File: src/rtl/mult_div_unit.sv
// mult_div_unit: iterative shift-add multiply / restoring divide into HI/LO, one bit per cycle.
// Signed ops run on magnitudes; the sign is restored in a single fixup cycle.
module mult_div_unit #(
    parameter int WIDTH = 32
) (
    input  logic             clk,
    input  logic             reset,
    input  logic             start,
    input  logic [1:0]       op,
    input  logic [WIDTH-1:0] a,
    input  logic [WIDTH-1:0] b,
    output logic             busy,
    output logic             done,
    output logic [WIDTH-1:0] hi,
    output logic [WIDTH-1:0] lo,
    output logic             div_by_zero
);
    localparam int CW = $clog2(WIDTH);
    typedef enum logic [1:0] {IDLE, CALC, FIX, DONE} state_t;
    state_t state_q, state_d;
    logic [CW-1:0] cnt_q, cnt_d;
    logic is_div_q, is_div_d, neg_res_q, neg_res_d, neg_rem_q, neg_rem_d, dbz_q, dbz_d;
    logic [WIDTH-1:0] opnd_q, opnd_d, hi_q, hi_d, lo_q, lo_d;
    logic [2*WIDTH-1:0] acc_q, acc_d;
    logic sa, sb;
    logic [WIDTH-1:0] mag_a, mag_b;
    logic [WIDTH:0] msum, rem_sh, diff;
    logic [2*WIDTH-1:0] prod;
    always_comb begin
        sa = a[WIDTH-1] & ~op[0];
        sb = b[WIDTH-1] & ~op[0];
        mag_a = sa ? -a : a;
        mag_b = sb ? -b : b;
        // acc holds {partial product, remaining multiplier} or {remainder, dividend/quotient}
        msum = {1'b0, acc_q[2*WIDTH-1:WIDTH]} + {1'b0, acc_q[0] ? opnd_q : '0};
        rem_sh = {acc_q[2*WIDTH-1:WIDTH], acc_q[WIDTH-1]};
        diff = rem_sh - {1'b0, opnd_q};
        prod = neg_res_q ? -acc_q : acc_q;
        state_d = state_q;
        cnt_d = cnt_q;
        is_div_d = is_div_q;
        neg_res_d = neg_res_q;
        neg_rem_d = neg_rem_q;
        dbz_d = dbz_q;
        opnd_d = opnd_q;
        acc_d = acc_q;
        hi_d = hi_q;
        lo_d = lo_q;
        case (state_q)
            IDLE: if (start) begin
                is_div_d = op[1];
                neg_res_d = sa ^ sb;
                neg_rem_d = sa;
                opnd_d = op[1] ? mag_b : mag_a;
                acc_d = {{WIDTH{1'b0}}, op[1] ? mag_a : mag_b};
                cnt_d = '0;
                dbz_d = op[1] && (b == '0);
                hi_d = dbz_d ? a : hi_q;
                lo_d = dbz_d ? '1 : lo_q;
                state_d = dbz_d ? DONE : CALC;
            end
            CALC: begin
                acc_d = !is_div_q ? {msum, acc_q[WIDTH-1:1]} :
                        diff[WIDTH] ? {rem_sh[WIDTH-1:0], acc_q[WIDTH-2:0], 1'b0} :
                                      {diff[WIDTH-1:0], acc_q[WIDTH-2:0], 1'b1};
                cnt_d = cnt_q + CW'(1);
                state_d = (cnt_q == CW'(WIDTH-1)) ? FIX : CALC;
            end
            FIX: begin
                hi_d = !is_div_q ? prod[2*WIDTH-1:WIDTH] :
                       neg_rem_q ? -acc_q[2*WIDTH-1:WIDTH] : acc_q[2*WIDTH-1:WIDTH];
                lo_d = !is_div_q ? prod[WIDTH-1:0] :
                       neg_res_q ? -acc_q[WIDTH-1:0] : acc_q[WIDTH-1:0];
                state_d = DONE;
            end
            default: state_d = IDLE;
        endcase
    end
    always_ff @(posedge clk) begin
        if (reset) begin
            state_q <= IDLE;
            cnt_q <= '0;
            is_div_q <= 1'b0;
            neg_res_q <= 1'b0;
            neg_rem_q <= 1'b0;
            dbz_q <= 1'b0;
            opnd_q <= '0;
            acc_q <= '0;
            hi_q <= '0;
            lo_q <= '0;
        end else begin
            state_q <= state_d;
            cnt_q <= cnt_d;
            is_div_q <= is_div_d;
            neg_res_q <= neg_res_d;
            neg_rem_q <= neg_rem_d;
            dbz_q <= dbz_d;
            opnd_q <= opnd_d;
            acc_q <= acc_d;
            hi_q <= hi_d;
            lo_q <= lo_d;
        end
    end
    assign busy = (state_q == CALC) || (state_q == FIX);
    assign done = (state_q == DONE);
    assign hi = hi_q;
    assign lo = lo_q;
    assign div_by_zero = dbz_q;
endmodule

File: config.mk
export PLATFORM = sky130hd
export DESIGN_NAME = mult_div_unit
export DESIGN_NICKNAME = d
export VERILOG_FILES = /design/src/rtl/mult_div_unit.sv
export SDC_FILE = /design/constraint.sdc
export NUM_CORES = 1
export LEC_CHECK = 0
export CORE_MARGIN = 4
export CORE_UTILIZATION = 55
export CTS_CLUSTER_SIZE = 24
export DETAILED_ROUTE_END_ITERATION = 8
export GPL_ROUTABILITY_DRIVEN = 1
export HOLD_SLACK_MARGIN = 0.05
export PLACE_DENSITY = 0.77
export SYNTH_ARGS = -nofsm -noshare
export SYNTH_HDL_FRONTEND = slang
export SYNTH_SLANG_ARGS = --single-unit
File: constraint.sdc
create_clock -name clk -period 3.85 [get_ports clk]
set_input_delay 0.385 -clock clk [delete_from_list [all_inputs] [get_ports clk]]
set_output_delay 0.385 -clock clk [all_outputs]
set_load 0.02 [all_outputs]
# Yosys cells after proc, flatten, opt, wreduce, memory -nomap -nowiden
# Index checks and enable logic that the tools add are counted.
# word_totals
register_bits	171
in_bits	69
# op_classes
add_sub_neg	8
eq_ne	6
mux	26
bitwise_logic	4
n_reduce_logical	9
# op_table
op	count
32-bit 2-to-1 mux	13
64-bit 2-to-1 mux	4
32-bit negator	4
32-bit case mux with 2 select lines	2
64-bit case mux with 2 select lines	1
64-bit negator	1
32-bit by 32-bit adder with 33-bit output	1
33-bit by 32-bit subtractor with 33-bit output	1
32-bit zero test	1
5-bit case mux with 2 select lines	1
2-bit 2-to-1 mux	3
2-bit case mux with 3 select lines	1
5-bit by 1-bit adder with 5-bit output, second input constant	1
5-bit equality test, second input constant	1
5-bit 2-to-1 mux	1
2-bit equality test, second input constant	2
2-bit != test, second input constant	2
2-bit AND reduction	2
2-bit nonzero test	2
3-bit AND reduction	1
1-bit bitwise AND	2
2-bit by 1-bit equality test with 1-bit output, second input constant	1
2-bit zero test	1
1-bit logical AND	1
3 further kinds	3

# Depth between registers and ports, before layout
# Gate-level depths: netlist (run 1).
# logic_depth
depth_word	6
ltp_mapped	15
ltp_nobuf	13

# Worst setup path before layout (run 1)
# Ideal clock, no wire load.
# synth_timing
path_kind	register to register
startpoint	reg acc_q[32]
endpoint	reg acc_q[32]
setup_time_ns	0.079
arrival_ns	3.255
t_required_ns	3.771
slack_ns	0.516
stages_incl_launch_ff	16
path_cell_list	dfxtp_1 clkbuf_1 inv_1 fa_1 and2b_1 o31ai_2 a2111o_1 a211o_1 a21oi_2 or3_1 buf_4 and2_4 buf_6 buf_8 mux2_4 o221ai_2
# synth_between
elab_chain_len	4
word_cells_on_any_way	5
classes_between	2 x add/sub; 3 x mux
# synth_rtl
element	line	source
start: declaration	24	logic [2*WIDTH-1:0] acc_q, acc_d;
start signal: assignment	88	acc_q <= '0;
start signal: assignment	99	acc_q <= acc_d;
33-bit by 32-bit subtractor with 33-bit output	37	diff = rem_sh - {1'b0, opnd_q};
64-bit 2-to-1 mux	64	diff[WIDTH] ? {rem_sh[WIDTH-1:0], acc_q[WIDTH-2:0], 1'b0} :
64-bit 2-to-1 mux *	63	acc_d = !is_div_q ? {msum, acc_q[WIDTH-1:1]} :
64-bit case mux with 2 select lines *	49	case (state_q)
# Mark *: on every way between the ends. The rest lies on a longest branch, timed or not.
# A chain may end at the register's enable or synchronous reset.

# Final worst setup path (run 1)
# layout_timing
startpoint	reg acc_q[0]
endpoint	reg acc_q[63]
# layout_between
elab_chain_len	4
# layout_rtl
element	line	source
32-bit 2-to-1 mux	35	msum = {1'b0, acc_q[2*WIDTH-1:WIDTH]} + {1'b0, acc_q[0] ? opnd_q : '0};
32-bit by 32-bit adder with 33-bit output	35	
64-bit 2-to-1 mux	63	
64-bit case mux with 2 select lines	49	
# Every way passes these cells.

==> results of run 1 <==
-- cells by family (layout without fill, tap and decap cells) --
family | after synthesis | after routing
mux | 69 | 69
buf+inv | 207 | 307
simple gates | 662 | 662
xor+xnor | 171 | 171
flops | 171 | 171
fa+ha+maj | 76 | 76
compound gates | 615 | 615
-- flip-flops by register name (all words and copies together) (netlist names) --
name         cells
acc_q           64
cnt_q            5
div_by_zero      1
hi              32
is_div_q         1
lo              32
neg_rem_q        1
neg_res_q        1
opnd_q          32
state_q          2
-- power groups by stage --
stage / clock network, uW / logic [uW] / registers [uW]
after CTS: 1890 / 1510 / 1970
final: 1880 / 1560 / 1980
after global routing: 1950 / 1670 / 1990
after global placement: 0 / 1480 / 2010
after detailed placement: 0 / 1490 / 2020
after floorplan: 0 / 1050 / 1950
-- synthesized netlist by cell type, drive strengths merged (9+ instances only) --
cell    count  area [um2]
and2       12        77.6
o211ai     20         150
a211oi     64         485
ha         74         926
o21a       16         120
nand3      32         160
xnor2      91         797
o31ai      27         208
mux2       30         342
a21o       24         183
mux2i      39         390
a311oi     37         330
a21oi     159         803
nor3       65         330
buf        28         183
and4       12         105
nor4       25         205
nand4      17         106
xor2       80         701
or4        11        93.8
o22ai      13        81.3
dfxtp     171        3420
clkbuf    113         424
nand2b     17         106
nor2b      11        76.3
a31oi      32         200
o41ai      15         146
nor2      251         942
nand2     159         597
inv        66         248
o21ai     110         551
a22oi      23         173
nand3b      9        71.3
or3        14        92.6
-- through the flow --
step | util, % | instances | power [uW] | cell area, um2 | hold slack [ns]
final | 65.6 | 2406 | 5420 | 17200 | 0.441
after global routing | 65.6 | 2406 | 5610 | 17200 | 0.475
after CTS | 65.4 | 2400 | 5370 | 17100 | 0.435
after detailed placement | 63.0 | 2368 | 3510 | 16500 | 0.431
after global placement | 63.0 | 2368 | 3490 | 16500 | 0.434
after floorplan | - | 1971 | 3000 | 14800 | 0.416
-- routing by layer --
layer  global-route usage, %  part of all wire, %  wire, um  vias to the layer above
li1                        -                    -         -                     7427
met1                    49.2                   42     22800                     7438
met2                    54.6                   43     23500                      903
met3                    7.75                   10      5630                      145
met4                    17.1                  5.2      2860                        0
met5                       0                    0         0                        -
-- how the worst min path moves through the flow --
stage,startpoint,to,slack (ns)
finish,opnd_q[21],opnd_q[21],0.44
global route,reset,div_by_zero,0.47
CTS,reset,hi[4],0.44
detailed placement,opnd_q[21],opnd_q[21],0.43
global placement,opnd_q[21],opnd_q[21],0.43
floorplan,opnd_q[21],opnd_q[21],0.42
-- layout by cell type (no fill, tap or decap), types with 36 or more instances in the layout --
cell,count
xor2_1,80
nor2_1,249
buf_4,72
clkdlybuf4s50_1,133
a21oi_1,155
a311oi_1,36
xnor2_1,91
nand2_1,159
a211oi_1,63
dfxtp_1,170
inv_1,66
mux2i_1,39
ha_1,72
nor3_1,63
o21ai_0,87
-- critical path: cells and delay by family, from the launching register on --
family          cells  cell delay [ns]
compound gates      8             2.01
fa+ha+maj           1             0.30
simple gates        1             0.09
flops               1             0.41
buf+inv             4             0.70
-- area by class of cell --
class | instances | share of cell area [%]
clock inverters | 15 | 1.17
inverters | 66 | 1.44
clock buffers | 17 | 2.48
flip-flops and latches | 171 | 19.9
multi-input cells | 1593 | 61.3
repair buffers | 209 | 11.3
well taps | 335 | 2.44
==> impl_metrics.csv, run 1 <==
group,metric,value,unit
status,status,"completed",
die,core_area,26200,um2
worst_setup_path,cp-end-kind,"flop",
route,postRouteAntennaNets,0,
clocking,clockRootBuffer,"clkbuf_16",
sta,finalWorstSetupSlack,0.198,ns
clocking,cts_htree_levels,4,
clocking,clock_latency,0.45,ns
worst_setup_path,crit_arrival,3.97,ns
power_and_ir_drop,power_frac_comb,28.8,%
grt,grt_pass1_wl,83600,um
worst_setup_path,required,4.17,ns
die,dieArea,29500,um2
route,first_pass_iters,6,
final_layout,multi_input_area,10500,um2
final_layout,nets,2203,
power_and_ir_drop,power_switching,2050,uW
worst_setup_path,cp-startpoint,"acc_q[0]",
power_and_ir_drop,seq_power_share,36.5,%
synthesis,ys_warn_count,0,
worst_setup_path,critPathLaunchType,"flop",
power_and_ir_drop,powerDensity,315,nW/um2
route,drcViolationCount,0,
synthesis,synth_fa_ha_area_share,6.54,%
synthesis,yosysSeqAreaShare,23.2,%
synthesis,async_flop_share,0,%
sta,final.min_clock_period,3.65,ns
clocking,cts.sinks,171,
synthesis,synth_compound_area_share,27.9,%
sta,fin_worst_skew,0.0180,ns
worst_setup_path,critPathMaxFanout,20,
synthesis,avgSynthCellArea,7.49,um2
sta,timing.fmax,274,MHz
die,row_count,59,
sta,rsz0062_at_grt,"no",
grt,grt_pass1_vias,14700,
sta,worstMarginPinSlew,1.03,ns
route,vias,15900,
clocking,postCtsResizedCells,0,
clocking,clk_pin_slew_worst_paths,0.08,ns
route,wire_per_inst,22.8,um
worst_setup_path,reg2regPathDepth,14,
final_layout,diodes,0,
die,die_h,172,um
power_and_ir_drop,cellLeakagePower,0.00663,uW
synthesis,syn_area,14800,um2
place,dp_hpwl,42300,um
grt,grt_start_max_net_pins,80,
final_layout,syn_to_final_growth,16.3,%
job,max-cap-violations,0,
route,vias_per_cell,6.61,
final_layout,n_fill_cell,2322,
place,routabilityCongestion,0.999,
synthesis,synth_top_family_by_area,"compound AO/OA/AOI/OAI gates",
route,routed_wl,54800,um
synthesis,synth_ff_type,"dfxtp_1",
synthesis,synth_edf_count,0,
grt,grt.total_usage,36.1,%
grt,antenna_found_initial,0,
power_and_ir_drop,sw_frac_of_total,37.9,%
worst_setup_path,cp_cell_sequence,"inv_1, buf_12, nor2_1, ha_1, a21oi_1, a21oi_1, a2111oi_0, buf_4, o21ai_0, a41oi_1, o31ai_1, a222oi_1, buf_4, a311oi_1",
route,drtIter0Drc,1833,
clocking,postCtsHoldBufs,0,
power_and_ir_drop,ir_drop,226,uV
worst_setup_path,path_class,"reg2reg",
sta,hold_violations,0,
place,port_buffers,135,
synthesis,synth-simple-area-share,21.6,%
min_path,min_path_type,"reg2reg",
final_layout,final-seq-area,3420,um2
synthesis,ys_ff_latch,171,
worst_setup_path,cp-endpoint,"acc_q[63]",
place,place_ws,0.232,ns
worst_setup_path,regToRegSetupSlack,0.20,ns
worst_setup_path,reg2reg_from,"acc_q[0]",
worst_setup_path,max_stage_delay,0.72,ns
die,initial_core_util,56.4,%
clocking,cts_tree,"done",
synthesis,ys_types,93,
sta,drv_slew,0,
min_path,hold_depth,2,
sta,post-route-period-util,94.8,%
clocking,cts_inserted_buffers,17,
synthesis,syn_inst,1971,
synthesis,synthXorXnorAreaFrac,10.1,%
die,io_pins,136,
die,die_x,172,um
final_layout,layout-drive-gt1-share,8.74,%
clocking,postCtsSetupBuffers,0,
sta,fin_setup_tns,0,ns
synthesis,synthMuxAreaShare,4.96,%
grt,gr-total-overflow,0,
sta,slew_headroom,31.2,%
synthesis,synth_nets,2116,
clocking,clock_path_buffers,2,
power_and_ir_drop,p_int,3360,uW
sta,setup_viol,0,
power_and_ir_drop,p_clk_share,34.7,%
worst_setup_path,r2r-end,"acc_q[63]",
worst_setup_path,slowest_stage,"a2111oi_0",
(Power assumes the default switching activity.)
==> inputs of run 2 (changes only) <==
- CORE_UTILIZATION: 55 -> 54
- GPL_TIMING_DRIVEN: default -> 0
- PLACE_DENSITY: 0.77 -> 0.79
- clock period: 3.85 -> 3.2 ns (I/O delays scaled with it)
==> impl_metrics.csv, run 2 (same netlist as run 1, synthesis figures left out) <==
group,metric,value,unit
worst_setup_path,cp-endpoint,"acc_q[32]",
sta,setup_viol,32,
min_path,min_path_type,"reg2reg",
final_layout,nets,2294,
die,io_pins,136,
final_layout,diodes,0,
final_layout,largest_reg_flops,64,
worst_setup_path,slowest_stage,"a2111o_1",
clocking,cts_inserted_buffers,17,
final_layout,utilization,66.1,%
clocking,clockRootBuffer,"clkbuf_16",
worst_setup_path,path_class,"reg2reg",
route,first_pass_iters,6,
sta,finalWorstSetupSlack,-0.203,ns
grt,grt_pass1_wl,92300,um
worst_setup_path,cp-startpoint,"acc_q[31]",
final_layout,syn_to_final_growth,20.7,%
status,status,"finished with violations",
die,row_count,60,
sta,hold_violations,0,
worst_setup_path,max_stage_delay,0.41,ns
grt,grt_start_max_net_pins,23,
final_layout,regMostFlops,"acc_q",
sta,fin_worst_skew,0.0307,ns
route,postRouteAntennaNets,0,
grt,gr-total-overflow,0,
sta,final.min_clock_period,3.40,ns
route,wire_per_inst,25.1,um
place,routabilityCongestion,1.03,
clocking,cts.sinks,171,
sta,drv_slew,0,
sta,slew_headroom,34.3,%
die,die_x,173,um
worst_setup_path,critPathLaunchType,"flop",
clocking,cts_tree,"done",
power_and_ir_drop,cellLeakagePower,0.00672,uW
worst_setup_path,cp_cell_sequence,"inv_6, ha_4, fa_2, and2b_2, o31ai_4, a2111o_1, a211o_1, a21oi_2, or3_1, buf_6, and2_4, buf_12, mux2_4, o221ai_2",
power_and_ir_drop,ir_drop,324,uV
worst_setup_path,r2r-end,"acc_q[32]",
place,place_area,16600,um2
sta,post-route-period-util,106,%
job,max-cap-violations,0,
die,dieArea,30100,um2
clocking,cts_htree_levels,4,
grt,grt_pass1_vias,15600,
worst_setup_path,regToRegSetupSlack,-0.20,ns
power_and_ir_drop,powerDensity,382,nW/um2
sta,timing.fmax,294,MHz
route,vias_per_cell,6.76,
worst_setup_path,cp-end-kind,"flop",
place,port_buffers,135,
clocking,clock_path_buffers,2,
route,vias,16900,
final_layout,layout-drive-gt1-share,9.30,%
final_layout,mostFrequentLayoutCells,"nor2_1 (250), dfxtp_1 (164), nand2_1 (159)",
worst_setup_path,required,3.56,ns
die,initial_core_util,54.8,%
status,failed_checks,"setup timing",
die,core_area,27000,um2
die,die_h,173,um
place,dp_hpwl,49400,um
clocking,clock_latency,0.47,ns
route,drtIter0Drc,2254,
final_layout,design_area,17800,um2
grt,grt.total_usage,39.3,%
worst_setup_path,critPathMaxFanout,5,
route,drcViolationCount,0,
sta,rsz0062_at_grt,"yes",
grt,antenna_found_initial,4,
sta,hold_ws,0.448,ns
worst_setup_path,crit_arrival,3.77,ns
clocking,clk_pin_slew_worst_paths,0.08,ns
worst_setup_path,reg2reg_from,"acc_q[31]",
final_layout,layout.cells.most_common,"nor2_1",
route,routed_wl,62900,um
sta,worstMarginPinSlew,0.982,ns
worst_setup_path,reg2regPathDepth,14,
## run 2: cell types whose count changed in the layout (fill, tap and decap cells not counted), sizes merged
cell	change
buf	-21
clkdlybuf4s50	+2
clkbuf	+110
## run 2: layout make-up
type | instances | area [um2]
flip-flops and latches | 171 | 3440
fillers | 2374 | 9130
multi-input cells | 1593 | 10800
clock buffers | 17 | 425
well taps | 341 | 427
plain buffers | 139 | 652
inverters | 66 | 263
repair buffers | 161 | 1560
clock inverters | 15 | 214
## run 2: repair_timing
item / CTS / global route
gates cloned: 1 / 0
pin swaps: 14 / 22
buffers inserted: 10 / 15
gates resized for setup: 50 / 53
endpoints found under the setup margin: 61 / 84
hold buffers: 0 / 0
## run 2: critical path: cells and delay by family, from the launching register on
| family | cells | cell delay (ns) |
|---|---|---|
| muxes | 1 | 0.31 |
| AOI/OAI and AO/OA | 5 | 1.17 |
| adders and majority gates | 2 | 0.51 |
| and+or+nand+nor | 3 | 0.64 |
| DFF | 1 | 0.37 |
| buffers and inverters | 3 | 0.31 |
## run 2: report_power, final
part           switching (uW)  internal (uW)
Combinational            1340            794
Clock                    1210           1100
Sequential                140           2230
## run 2: routing by layer
metal	GRT usage, %	routed length [um]	vias up
li1	-	-	7599
met1	53.3	25700	7992
met2	58.4	26100	1099
met3	10.4	7530	208
met4	18.1	3350	10
met5	0	115	-
## run 2: how the worst min path moves through the flow
stage	startpoint	end	slack, ns	depth (start not counted)
6_report	opnd_q[21]	opnd_q[21]	0.45	2
3_3_place_gp	opnd_q[21]	opnd_q[21]	0.43	2
3_5_place_dp	opnd_q[21]	opnd_q[21]	0.44	2
5_1_grt	opnd_q[2]	opnd_q[2]	0.49	2
4_1_cts	opnd_q[21]	opnd_q[21]	0.45	2
2_1_floorplan	opnd_q[21]	opnd_q[21]	0.42	2
## run 2: metrics by stage
step | total power, uW | setup WS, ns | TNS [ns] | instances
after CTS | 6620 | -0.192 | -3.46 | 2489
after floorplan | 3610 | 0.0421 | 0 | 1971
after global routing | 6970 | -0.276 | -6.72 | 2503
final | 6800 | -0.203 | -3.76 | 2503
after global placement | 4270 | -1.26 | -41.85 | 2447
after detailed placement | 4300 | -1.29 | -45.91 | 2447
